--- config.mk ---
export PLATFORM = sky130hd
export DESIGN_NAME = tff_down_counter
export DESIGN_NICKNAME = d
export VERILOG_FILES = /design/src/rtl/tff_down_counter.sv
export SDC_FILE = /design/constraint.sdc
export NUM_CORES = 1
export LEC_CHECK = 0
export ABC_AREA = 1
export ABC_CLOCK_PERIOD_IN_PS = 1150
export CORE_AREA = 4 4 41 43
export CTS_BUF_LIST = sky130_fd_sc_hd__clkbuf_8
export CTS_CLUSTER_SIZE = 12
export DETAILED_ROUTE_END_ITERATION = 7
export DIE_AREA = 0 0 45 47
export PLACE_DENSITY = 0.73
export SLEW_MARGIN = 10
export SYNTH_ARGS = -nofsm -noshare
export SYNTH_HDL_FRONTEND = slang
export SYNTH_SLANG_ARGS = --single-unit
--- constraint.sdc ---
create_clock -name clk -period 1.15 [get_ports clk]
set_input_delay 0.1725 -clock clk [delete_from_list [all_inputs] [get_ports clk]]
set_output_delay 0.1725 -clock clk [all_outputs]
set_load 0.05 [all_outputs]
--- src/rtl/tff_down_counter.sv ---
// tff_down_counter: synchronous down counter built from T flip-flops.
// Decrements on each enabled edge, supports parallel load, optional
// auto-reload on underflow, and a combinational borrow-out for cascading.
module tff_down_counter #(
  parameter int unsigned WIDTH = 4
) (
  input  logic             clk,
  input  logic             reset,
  input  logic             en,
  input  logic             load,
  input  logic [WIDTH-1:0] d,
  input  logic             reload_en,
  output logic [WIDTH-1:0] q,
  output logic             bout,
  output logic             tc_pulse,
  output logic             zero
);

  // Count state (the T flip-flops), reload value and registered flags.
  logic [WIDTH-1:0] cnt_q;
  logic [WIDTH-1:0] rld_q;
  logic             tc_q;
  logic             zero_q;

  // Combinational toggle network.
  logic [WIDTH-1:0] low_zero;   // bit i: all bits below i are zero
  logic [WIDTH-1:0] count_t;    // toggle vector for a plain decrement/wrap
  logic [WIDTH-1:0] t;          // toggle vector actually applied
  logic [WIDTH-1:0] cnt_d;
  logic             cnt_is_zero;
  logic             underflow;

  // Down-count toggle rule via an AND chain of inverted lower bits, plus
  // override toggles for load and reload (T = q ^ next_q).
  always_comb begin
    low_zero    = '1;
    for (int i = 1; i < int'(WIDTH); i++) begin
      low_zero[i] = low_zero[i-1] & ~cnt_q[i-1];
    end
    cnt_is_zero = low_zero[WIDTH-1] & ~cnt_q[WIDTH-1];

    // From zero every bit toggles, which is exactly the wrap to all-ones.
    count_t     = en ? low_zero : '0;
    underflow   = en & ~load & cnt_is_zero;

    t = count_t;
    if (load) begin
      t = cnt_q ^ d;
    end else if (underflow && reload_en) begin
      t = cnt_q ^ rld_q;
    end
    cnt_d = cnt_q ^ t;
  end

  // T flip-flop bank: each bit flips when its T input is high.
  always_ff @(posedge clk or negedge reset) begin
    if (!reset) begin
      cnt_q <= '0;
    end else begin
      cnt_q <= cnt_q ^ t;
    end
  end

  // Reload register captures d on every load.
  always_ff @(posedge clk or negedge reset) begin
    if (!reset) begin
      rld_q <= '1;
    end else if (load) begin
      rld_q <= d;
    end
  end

  // Registered status: underflow pulse and zero flag aligned with q.
  always_ff @(posedge clk or negedge reset) begin
    if (!reset) begin
      tc_q   <= 1'b0;
      zero_q <= 1'b1;
    end else begin
      tc_q   <= underflow;
      zero_q <= (cnt_d == '0);
    end
  end

  // Outputs; bout is same-cycle so a chained stage borrows on this edge.
  always_comb begin
    q        = cnt_q;
    bout     = en & cnt_is_zero;
    tc_pulse = tc_q;
    zero     = zero_q;
  end

endmodule

==> impl_metrics.ini <==
[clocking]
cts_tree = yes
clockBufferDepth = 2
cts_sinks = 10
cts_root_buf = clkbuf_8
clk_pin_slew_ns = 0.05
postCtsHoldBufs = 0
insertion_delay_ns = 0.24
htreeDepth = 1
numCtsBuffers = 3

[outcome]
failed_checks = negative setup slack
outcome = complete, but fails checks

[cells_and_area]
design_area_um2 = 967.2
diodes = 0
layout.nets = 109
drive_gt1_frac = 0.5051
syn_to_final_growth_pct = 81.03

[yosys]
synth.cell_area_um2 = 534.3
synth_seq_cells = 10
synth_top_area_share = 0.2459
async_reset_ff_frac = 1.000
ys_seq_area_frac = 0.4801
synth_cell_types = 16
synth_area_per_cell_um2 = 7.857
synth-edff-count = 0
synth.area.top_cells = dfstp_2, dfrtp_1, nand2_1
synth-main-ff-cell = dfstp_2
yosysMostFrequentCell = nand2_1
synthCells = 68
syn_nets = 77
synthTopCellsByCount = nand2_1, inv_1, nand3_1
synth_area_leader_cell = dfstp_2
synth_warnings = 0

[floorplanning]
die_w_um = 45
start_util = 0.4106
die_y_um = 47
floorplan.rows = 13
die_area_mm2 = 0.002115
core-area_mm2 = 0.001301
io_pins = 16

[critical_path]
start_kind = flop
reg2reg_depth = 10
r2r-end = zero
crit_fanout = 5
worstReg2RegStart = q[1]
rrSetupSlack_ns = -0.20
worstSetupEndpointType = flop
worstPathArrival_ns = 1.52
critPathRequiredTime_ns = 1.31
worstSetupPathType = reg -> reg

[power]
max-vdd-ir-drop_mv = 1.103
p_per_area_mw_per_mm2 = 1321
p_leak_nw = 0.4626

[route]
firstDrtPassIters = 4
wl_per_cell_um = 11.63
postRouteAntennaNets = 0
drt_wl_total_mm = 1.326
drt_iter0_markers = 3
drc = 0
vias = 525
vias_per_cell = 4.605

[timing]
worst_slack_ns = -0.2032
fin_worst_skew_ns = 0.007104
setup_viol = 7
worstMarginPinSlew_ns = 0.4397
period_needed_ns = 1.353
maxSlewViolCount = 0
rsz0062_at_grt = true
maxSlewHeadroom = 0.7060
final_hold_viol_count = 0
hold_ws_ns = 0.2483
fmax_mhz = 739.0
period_share = 1.177

[global_route]
grt_first_pass_wirelength_mm = 2.070
grt_max_degree = 11
grt.overflow.total = 0
grt_usage = 0.1453
grt_antenna_before_repair = 0
grt_pass1_vias = 508

[place]
io_buffers = 15
place.gp.congestion = 0.7867
place_hpwl_um = 996.8
place_area_um2 = 867.1

[flow_run]
drv_cap = 0

[worst_hold_path]
hold_path.class = in -> async
==> critical path: stages, from the launching register on <==
cell	delay [ns]
dfrtp_2	0.42
nor2_4	0.15
nand2_2	0.08
nor2_4	0.17
nand3_2	0.10
nand2_1	0.08
nand2_1	0.06
nand2_2	0.09
inv_2	0.04
nand2_2	0.06
nor2_2	0.03
==> kinds of logic after synthesis <==
group                     Yosys count  share of synthesized area
xor gates and xnor gates            1                    0.01640
buffers and inverters              12                    0.08900
and+or+nand+nor                    41                     0.3770
DFF                                10                     0.4801
AOI/OAI and AO/OA                   4                    0.03745
==> power by group <==
group | internal [W] | switching, W | total [W]
clock | 0.000233 | 0.000131 | 0.000364
sequential | 0.000403 | 0.0000283 | 0.000432
combinational | 0.000234 | 0.000248 | 0.000482
==> flip-flops by register name, summed over array words and instances (netlist names) <==
name and flops:
q 4, rld_q 4, tc_pulse 1, zero 1
==> metrics by stage <==
stage	cells	util	total power (W)	setup slack, ns	setup TNS [ns]
finish	114	0.7433	0.001278	-0.2032	-0.7267
global route	114	0.7433	0.001351	-0.2881	-1.142
CTS	114	0.7250	0.001271	-0.1903	-0.6588
detailed placement	109	0.6663	0.0008743	-0.4041	-1.591
global placement	109	0.6663	0.0008648	-0.3273	-1.323
floorplan	68	-	0.0006366	-0.1728	-0.4756
==> how the worst max path moves through the flow <==
stage                     cells after the start  endpoint  slack, ns  startpoint
final                                        10      zero      -0.20        q[1]
after detailed placement                     10      zero      -0.40          en
after global placement                       10      zero      -0.33          en
after floorplan                              10      zero      -0.17        q[1]
after global routing                          9      zero      -0.29        q[1]
after CTS                                     4      bout      -0.19        q[1]
==> final cells by class <==
cell class,count,area (µm²)
Clock buffer,3,41.29
Clock inverter,1,3.754
Fill cell,101,334.1
Inverter,12,51.30
Multi-Input combinational cell,46,265.3
Sequential cell,10,261.5
Tap cell,15,18.77
Timing Repair Buffer,27,325.3
==> routing by layer <==
layer / GRT usage / vias up / wire, µm
li1: - / 269 / -
met1: 0.1639 / 236 / 558
met2: 0.2401 / 14 / 681
met3: 0.02299 / 6 / 49
met4: 0.1228 / 0 / 36
met5: 0 / - / 0
==> what timing repair did <==
| item | in CTS | in global routing |
|---|---|---|
| endpoints found under the setup margin | 6 | 8 |
| gates resized for setup | 6 | 6 |
| setup buffers | 1 | 0 |
| pin swaps | 1 | 0 |
==> cells in the final DEF (no fill, tap or decap) <==
cell             instances
nor2_1                   1
inv_2                    1
inv_4                    1
nand2_1                 21
o21ai_1                  1
dfrtp_2                  4
nand3_2                  5
inv_1                   10
nand3_1                  3
buf_12                   7
nor2_2                   2
nand2_4                  1
dfstp_2                  5
xnor2_1                  1
dfrtp_1                  1
nor2_4                   3
clkdlybuf4s50_1          8
o21ai_0                  3
nand2_2                  5
buf_6                    4
clkinvlp_4               1
clkbuf_8                 3
buf_4                    8
Power figures use the tool's default switching activity.
